$ cat src/rtl/grid_cell_arbiter.sv
// Round-robin arbiter giving NREQ placement engines atomic read / claim / write / release
// access to a single-port grid RAM with a one-cycle registered read.
module grid_cell_arbiter #(
  parameter int                 NREQ   = 4,
  parameter int                 GRID_N = 6,
  parameter logic signed [31:0] EMPTY  = -32'sd1
) (
  input  logic                   clk,
  input  logic                   reset,
  input  logic [NREQ-1:0]        req,
  input  logic [2*NREQ-1:0]      op,
  input  logic [32*NREQ-1:0]     addr,
  input  logic [32*NREQ-1:0]     wdata,
  output logic [NREQ-1:0]        ack,
  output logic                   ok,
  output logic [31:0]            rdata,
  output logic                   busy,
  output logic [31:0]            fail_cnt,
  output logic                   mem_re,
  output logic                   mem_we,
  output logic [31:0]            mem_addr,
  output logic [31:0]            mem_din,
  input  logic [31:0]            mem_dout
);

  localparam int PW    = $clog2(NREQ);
  localparam int CELLS = GRID_N * GRID_N;

  typedef enum logic [2:0] {S_IDLE, S_RD, S_CHK, S_WR, S_RESP} state_e;
  typedef enum logic [1:0] {OP_READ = 2'b00, OP_CLAIM = 2'b01,
                            OP_WRITE = 2'b10, OP_RELEASE = 2'b11} op_e;

  state_e             state_q, state_d;
  logic [PW-1:0]      rr_ptr_q, rr_ptr_d, gnt_q, gnt_d;
  op_e                op_q, op_d;
  logic signed [31:0] addr_q, addr_d, wdata_q, wdata_d;
  logic [31:0]        cell_q, cell_d;
  logic               res_ok_q, res_ok_d;
  logic [NREQ-1:0]    ack_q, ack_d;
  logic               ok_q, ok_d, busy_q, busy_d, mem_re_q, mem_re_d, mem_we_q, mem_we_d;
  logic [31:0]        rdata_q, rdata_d, fail_cnt_q, fail_cnt_d;
  logic [31:0]        mem_addr_q, mem_addr_d, mem_din_q, mem_din_d;

  logic [NREQ-1:0]    req_eff;
  logic               found;
  logic [PW-1:0]      pick;
  op_e                pick_op;
  logic signed [31:0] pick_addr, pick_wdata;
  logic               pick_legal;

  // Scans offsets from the highest down so the lowest offset from ptr wins.
  function automatic logic [PW-1:0] rr_pick(input logic [NREQ-1:0] r,
                                            input logic [PW-1:0] ptr,
                                            output logic any);
    int idx;
    any     = 1'b0;
    rr_pick = '0;
    for (int i = NREQ - 1; i >= 0; i--) begin
      idx = (int'(ptr) + i) % NREQ;
      if (r[idx]) begin
        any     = 1'b1;
        rr_pick = PW'(idx);
      end
    end
  endfunction

  // A requester still shows req in its own ack cycle; masking it avoids a stale regrant.
  always_comb begin
    req_eff    = req & ~ack_q;
    pick       = rr_pick(req_eff, rr_ptr_q, found);
    pick_op    = op_e'(op[2*int'(pick) +: 2]);
    pick_addr  = addr[32*int'(pick) +: 32];
    pick_wdata = wdata[32*int'(pick) +: 32];
    pick_legal = (pick_addr >= 0) && (pick_addr < CELLS);
  end

  // NOTE: sequential state uses non-blocking assignments so every flop samples pre-edge values.
  always_ff @(posedge clk) begin
    if (reset) state_q <= S_IDLE;
    else       state_q <= state_d;
  end

  always_comb begin
    state_d = state_q;
    unique case (state_q)
      S_IDLE: if (found) state_d = pick_legal ? S_RD : S_RESP;
      S_RD:   state_d = S_CHK;
      S_CHK: begin
        unique case (op_q)
          OP_READ:    state_d = S_RESP;
          OP_CLAIM:   state_d = (mem_dout == EMPTY)   ? S_WR : S_RESP;
          OP_WRITE:   state_d = S_WR;
          OP_RELEASE: state_d = (mem_dout == wdata_q) ? S_WR : S_RESP;
          default:    state_d = S_RESP;
        endcase
      end
      S_WR:   state_d = S_RESP;
      S_RESP: state_d = S_IDLE;
      default: state_d = S_IDLE;
    endcase
  end

  // NOTE: every _d gets a default first so no path through the case infers a latch.
  always_comb begin
    gnt_d      = gnt_q;
    op_d       = op_q;
    addr_d     = addr_q;
    wdata_d    = wdata_q;
    cell_d     = cell_q;
    res_ok_d   = res_ok_q;
    rr_ptr_d   = rr_ptr_q;
    ack_d      = '0;
    ok_d       = 1'b0;
    rdata_d    = '0;
    busy_d     = (state_d != S_IDLE);
    fail_cnt_d = fail_cnt_q;
    mem_re_d   = 1'b0;
    mem_we_d   = 1'b0;
    mem_addr_d = mem_addr_q;
    mem_din_d  = mem_din_q;
    unique case (state_q)
      S_IDLE: if (found) begin
        gnt_d   = pick;
        op_d    = pick_op;
        addr_d  = pick_addr;
        wdata_d = pick_wdata;
        if (pick_legal) begin
          mem_re_d   = 1'b1;
          mem_addr_d = pick_addr;
        end else begin
          res_ok_d = 1'b0;
          cell_d   = EMPTY;
        end
      end
      S_CHK: begin
        cell_d   = mem_dout;
        res_ok_d = (state_d == S_WR) || (op_q == OP_READ);
        if (state_d == S_WR) begin
          mem_we_d  = 1'b1;
          mem_din_d = (op_q == OP_RELEASE) ? EMPTY : wdata_q;
        end
      end
      S_RESP: begin
        ack_d[gnt_q] = 1'b1;
        ok_d         = res_ok_q;
        rdata_d      = cell_q;
        rr_ptr_d     = (gnt_q == PW'(NREQ - 1)) ? '0 : gnt_q + PW'(1);
        if (!res_ok_q) fail_cnt_d = fail_cnt_q + 32'd1;
      end
      default: ;
    endcase
  end

  always_ff @(posedge clk) begin
    if (reset) begin
      gnt_q      <= '0;
      op_q       <= OP_READ;
      addr_q     <= '0;
      wdata_q    <= '0;
      cell_q     <= '0;
      res_ok_q   <= 1'b0;
      rr_ptr_q   <= '0;
      ack_q      <= '0;
      ok_q       <= 1'b0;
      rdata_q    <= '0;
      busy_q     <= 1'b0;
      fail_cnt_q <= '0;
      mem_re_q   <= 1'b0;
      mem_we_q   <= 1'b0;
      mem_addr_q <= '0;
      mem_din_q  <= '0;
    end else begin
      gnt_q      <= gnt_d;
      op_q       <= op_d;
      addr_q     <= addr_d;
      wdata_q    <= wdata_d;
      cell_q     <= cell_d;
      res_ok_q   <= res_ok_d;
      rr_ptr_q   <= rr_ptr_d;
      ack_q      <= ack_d;
      ok_q       <= ok_d;
      rdata_q    <= rdata_d;
      busy_q     <= busy_d;
      fail_cnt_q <= fail_cnt_d;
      mem_re_q   <= mem_re_d;
      mem_we_q   <= mem_we_d;
      mem_addr_q <= mem_addr_d;
      mem_din_q  <= mem_din_d;
    end
  end

  assign ack      = ack_q;
  assign ok       = ok_q;
  assign rdata    = rdata_q;
  assign busy     = busy_q;
  assign fail_cnt = fail_cnt_q;
  assign mem_re   = mem_re_q;
  assign mem_we   = mem_we_q;
  assign mem_addr = mem_addr_q;
  assign mem_din  = mem_din_q;

endmodule

$ cat config.mk
export PLATFORM = sky130hd
export DESIGN_NAME = grid_cell_arbiter
export DESIGN_NICKNAME = d
export VERILOG_FILES = /design/src/rtl/grid_cell_arbiter.sv
export SDC_FILE = /design/constraint.sdc
export NUM_CORES = 1
export LEC_CHECK = 0
export ABC_AREA = 1
export ABC_CLOCK_PERIOD_IN_PS = 5100
export CELL_PAD_IN_SITES_DETAIL_PLACEMENT = 2
export CELL_PAD_IN_SITES_GLOBAL_PLACEMENT = 2
export CORE_MARGIN = 2
export CORE_UTILIZATION = 24
export CTS_CLUSTER_DIAMETER = 120
export DETAILED_ROUTE_END_ITERATION = 12
export PLACE_DENSITY_LB_ADDON = 0.1
export SLEW_MARGIN = 20
export SYNTH_ARGS = -nofsm -noshare
export SYNTH_HDL_FRONTEND = slang
export SYNTH_SLANG_ARGS = --single-unit
$ cat constraint.sdc
create_clock -name clk -period 5.1 [get_ports clk]
set_clock_uncertainty 0.15 [all_clocks]
set_input_delay 0.765 -clock clk [delete_from_list [all_inputs] [get_ports clk]]
set_output_delay 0.765 -clock clk [all_outputs]
set_load 0.03 [all_outputs]
### Word-level counts from Yosys, hierarchy flattened

Index checks and enable logic that the tools add are counted.

| operators by class | value |
|---|---|
| magnitude comparators | 8 |
| reduce and logical (&&, ||, !) cells | 18 |
| bitwise gates (word level) | 10 |
| multiplexer cells | 37 |
| $add $sub $neg | 5 |
| shift-type cells | 3 |
| equal/unequal tests | 13 |

Operators by type and width:

| cell | count |
|---|---|
| 128-bit by 8-bit indexed part select with 32-bit output | 2 |
| 32-bit two-way mux | 3 |
| 32-bit one-hot mux with 2 select lines | 1 |
| 32-bit by 1-bit adder with 32-bit output, second input constant | 1 |
| 32-bit == test | 1 |
| 32-bit == test, second input constant | 1 |
| 32-bit by 1-bit >= comparator with 1-bit output, second input constant | 1 |
| 32-bit by 7-bit < comparator with 1-bit output, second input constant | 1 |
| 3-bit one-hot mux with 4 select lines | 2 |
| 1-bit two-way mux | 16 |
| 3-bit by 4-bit < comparator with 1-bit output, second input constant | 3 |
| 3-bit two-way mux | 4 |
| 2-bit two-way mux | 5 |
| 2-bit OR reduction | 5 |
| 3-bit by 2-bit == test with 1-bit output, second input constant | 3 |
| 1-bit binary-select mux with 2-bit select | 4 |
| 8-bit by 4-bit indexed part select with 2-bit output | 1 |
| 2-bit == test, second input constant | 3 |
| 2-bit by 3-bit < comparator with 1-bit output, second input constant | 2 |
| 2-bit AND reduction | 3 |
| 3-bit AND reduction | 2 |
| 1-bit NOT | 5 |
| 2-bit by 1-bit adder with 2-bit output, second input constant | 2 |
| 2-bit adder, second input constant | 2 |
| 17 further kinds | 21 |

| storage, ports and cells | value |
|---|---|
| output and inout bits | 136 |
| input port bits | 302 |
| logic and storage cells | 110 |
| register bits after elaboration | 210 |

### Longest topological paths before layout

| logic depth | value |
|---|---|
| depth in word-level cells | 19 |
| gate-level depth with buffers | 26 |
| mapped depth without buffers | 23 |

### Worst setup path before layout

OpenSTA, ideal clock, no wires.

| timing | value |
|---|---|
| path kind | input to register |
| start | input port req[0] |
| end | register cell_q[11] |
| setup time | 0.112 ns |
| cell stages on the path | 22 |
| path buffers | 3 |
| required time | 4.838 ns |
| setup slack | 2.232 ns |
| arrival | 2.606 ns |
| cells stage by stage | nand3_1 nand2_1 nand2_1 nand2_1 inv_2 a21oi_2 nand2_2 buf_6 buf_2 nand3_1 nand3_1 nand2_1 nand2_1 nor2_1 nand2_1 nor2_2 nand2_1 nand2_2 nand2_2 buf_6 o21ai_2 inv_1 |

| on the way | value |
|---|---|
| word-level cells in the longest chain between the ends | 13 |
| elaborated cells on any way between the ends | 27 |
| classes of those cells | order compare (2); eq/ne (2); shift (1); mux (19); bitwise (1); reduce/logical (2) |

Ends and longest elaborated chain:

| item | line | text |
|---|---|---|
| from (decl) | 10 | `input logic [NREQ-1:0] req,` |
| 4-bit AND * | 69 | `req_eff = req & ~ack_q;` |
| 1-bit binary-select mux with 2-bit select | 60 | `if (r[idx]) begin` |
| 1-bit two-way mux (implied by the code) (2 in series) | 60 |  |
| 2-bit two-way mux (4 in series) | 60 |  |
| 128-bit by 8-bit indexed part select with 32-bit output | 72 | `pick_addr = addr[32*int'(pick) +: 32];` |
| 32-bit by 1-bit >= comparator with 1-bit output or 32-bit by 7-bit < comparator with 1-bit output (tied branches) | 74 | `pick_legal = (pick_addr >= 0) && (pick_addr < CELLS);` |
| 1-bit logical AND | 74 |  |
| 2-bit inequality test (no source line) | - |  |
| 3-bit AND reduction (no source line) * | - |  |
| to (signal assigned) | 177 | `cell_q <= cell_d;` |
| to (decl) | 37 | `logic [31:0] cell_q, cell_d;` |

Every way passes the cells marked *; elsewhere a longest branch is shown, timed or not. The select of a mux whose other input is x is not followed.
A chain may end at the register's enable or synchronous reset.

### Final worst setup path

| timing | value |
|---|---|
| start | input port req[0] |
| end | register cell_q[0] |

The elaborated chain is that of the path after synthesis.

==> results.toml <==
[finish]
layout_common_cells = "436 x clkdlybuf4s50_1, 275 x nand2_1, 217 x inv_1, 210 x dfxtp_1, 208 x nor2_1"
final_cell_area_um2 = 16370
final_cells = 2590
layout_commonest_cell = "clkdlybuf4s50_1"
drive_above_1_share_pct = 4.912
area_delta_synth_final_pct = 54.53
multi_input_area_um2 = 5136
seqCellArea_um2 = 4204
fin_nets = 2282
n_fill_cell = 5149

[setup_path]
end_kind = "register"
critPathBufInv = 4
path_cells = "clkdlybuf4s50_1, nand3_1, nand2_1, nand2_1, nand2_1, inv_2, nand2_1, nand2_1, nand2_2, buf_4, nand3_1, nand2_1, nand2_1, nand2_1, nor2_1, nand3_1, nand2_1, nor2_2, nand2_1, nand2_2, nand2_2, o21ai_0, inv_1"
cp.arrival_ns = 4.26
critPathTopFamily = "simple AND/OR/NAND/NOR gates"
crit_slowest_cell = "buf_4"
critPathLaunchType = "input port"
worstPathMaxFanout = 57
cp_data_required_time_ns = 5.37
critPathKind = "input port to register"
path_common_cell = "nand2_1"
slowest_delay_ns = 0.50

[yosys]
synth_nets = 1893
synth_compound_area_share_pct = 16.39
synth_xor_area_share_pct = 2.314
synth_area_leaders = "dfxtp_1 40%, nand2_1 9.8%, nand3_1 8.4%"
synthMuxAreaShare_pct = 0
synth_top_family_by_area = "simple AND/OR/NAND/NOR gates"
syn_area_per_cell_um2 = 6.681
synth_cell_type_count = 41
ys_seq_area_share_pct = 39.67
ys_ff_latch = 210
yosysWarnings = 0
synthCells = 1586
synthAdderAreaFrac_pct = 0.5904
syn_area_um2 = 10600
netlist.area_leader.share_pct = 39.67
synth_top_cell_by_area = "dfxtp_1"
yosys.area_share.simple_pct = 29.06

[power_and_ir_drop]
finalPower_uw = 7202
peakVddDrop_mv = 0.3570
p_per_area_nw_per_um2 = 439.8
power.leakage_uw = 0.006890

[drt]
route.detailed.drc = 0
wirelength_um = 52120
ant_nets = 0
wl_per_cell_um = 20.12
dr.pass1.iters = 5
num_vias = 12370
drt-initial-drc-count = 450
vias_per_cell = 4.777

[clocking]
post_cts_resized = 0
numCtsBuffers = 26
worstSkewPairLatency_ns = 0.57
clk_path_buf_depth = 3
cts_sinks = 210
h-tree-depth = 1
cts-root-buf = "clkbuf_16"
cts_tree = "yes"
post-cts-setup-buffers = 0
cts.clk_slew.worst_paths_ns = 0.06
cts_hold_buf = 0

[global_routing]
grt_pass1_vias = 13500
grtUsageTotal_pct = 22.24
grt_max_degree = 94
grt-ovfl-total = 0
antenna_found_initial = 14
grt_pass1_wl_um = 80210

[timing]
holdWs_ns = 0.2848
setup_tns_ns = 0
drv_slew = 0
fin_crit_ns = 3.993
worst_pin_slew_ns = 1.089
setup_viol = 0
period_share_pct = 78.29
fmax_mhz = 250.5
rsz0062_at_grt = "no"
slew_headroom_pct = 27.34
hold_violations = 0

[floorplan]
core_area_um2 = 43360
die_h_um = 214.1
pin_count = 438
die_area_um2 = 45850
die_w_um = 214.1
initial_core_util_pct = 24.44
rows = 76

[min_path]
min_path_type = "register to register"

[placement]
postPlaceCellArea_um2 = 15430
dpl.cell_count = 2532
port_buffers = 437
dp_hpwl_um = 39960
gp_congestion = 0.8133

[outcome]
status = "complete, no violations"

[run]
cap_violations = 0
==> synthesized netlist by cell type <==
master       n
nand2_1    277
inv_1      217
dfxtp_1    210
nor2_1     209
nand3_1    178
o21ai_0    121
a21oi_1     79
clkbuf_1    54
xnor2_1     27
buf_2       25
o21ai_1     21
o22ai_1     19
nor3_1      18
o221ai_1    18
o211ai_1    16
nor4_1      13
nand4_1     12
o21ai_2     10
buf_1        8
a31oi_1      7
buf_6        5
ha_1         5
inv_2        5
nand2_2      4
nor2_2       4
nand3b_1     3
a211oi_1     2
a221oi_1     2
buf_4        2
o2111ai_1    2
o21a_1       2
or2_2        2
a21oi_2      1
a32o_1       1
inv_4        1
nand2_4      1
nand3_2      1
nor2_4       1
o221a_2      1
o31ai_1      1
xor2_1       1
==> registers in the layout (all words and copies together), names as in the netlist <==
name      flops
cell_q       32
fail_cnt     32
mem_addr     32
mem_din      32
rdata        32
wdata_q      32
ack           4
state_q       3
gnt_q         2
op_q          2
rr_ptr_q      2
busy          1
mem_re        1
mem_we        1
ok            1
res_ok_q      1
==> routing by layer <==
| metal | track usage, % | wire [um] |
|---|---|---|
| met1 | 25.83 | 21320 |
| met2 | 39.37 | 25780 |
| met3 | 5.688 | 3091 |
| met4 | 8.079 | 1858 |
| met5 | 0 | 66 |
==> final timing paths <==
check / from / to / slack, ns / cells after the start
setup / recovery: req[0] / cell_q[0] / 1.11 / 23
hold / removal: cell_q[30] / rdata[30] / 0.28 / 2
setup reg to reg: rr_ptr_q[0] / cell_q[0] / 1.21 / 22
hold reg to reg: cell_q[30] / rdata[30] / 0.28 / 2
==> worst register-to-register path, cell delays in order (launching register included) <==
cell and delay (ns):
dfxtp_1 0.55, inv_4 0.11, nand3_1 0.09, nand2_1 0.10
nand2_1 0.13, nand2_1 0.11, inv_1 0.07, nand2_1 0.06
nand2_2 0.08, buf_4 0.51, nand3_1 0.25, nand2_1 0.12
nand2_1 0.05, nand2_1 0.09, nor2_1 0.04, nand3_1 0.06
nand2_1 0.06, nor2_2 0.12, nand2_1 0.10, nand2_2 0.12
nand2_2 0.42, o21ai_0 0.34, inv_1 0.06
==> through the flow <==
| step | util (%) | worst slack, ns |
|---|---|---|
| after detailed placement | 35.59 | 0.4860 |
| after global placement | 35.59 | 0.5995 |
| after CTS | 37.70 | 1.048 |
| after global routing | 37.76 | 0.6614 |
| after floorplan | - | 2.232 |
| final | 37.76 | 1.107 |
==> cells by family (layout without fill, tap and decap cells) <==
kind of cell / count (synthesis) / count (layout)
buffers and inverters: 317 / 726
AND/OR/NAND/NOR: 723 / 723
adder cells (fa/ha/maj): 5 / 5
AO/OA/AOI/OAI: 303 / 303
flip-flops: 210 / 210
other: 0 / 10
XOR/XNOR: 28 / 28
==> power by group <==
part,internal (uW),switching (uW)
Combinational,1080,2030
Sequential,1860,274
Clock,1180,773
==> area by class of cell <==
class	count	area share, %
clock inverters	12	1.016
multi-input cells	1059	31.37
flip-flops and latches	210	25.67
clock buffers	36	4.569
inverters	223	5.127
repair buffers	455	27.62
diodes	10	0.1528
well taps	585	4.470
No activity file was read; power rests on OpenSTA's default activity.
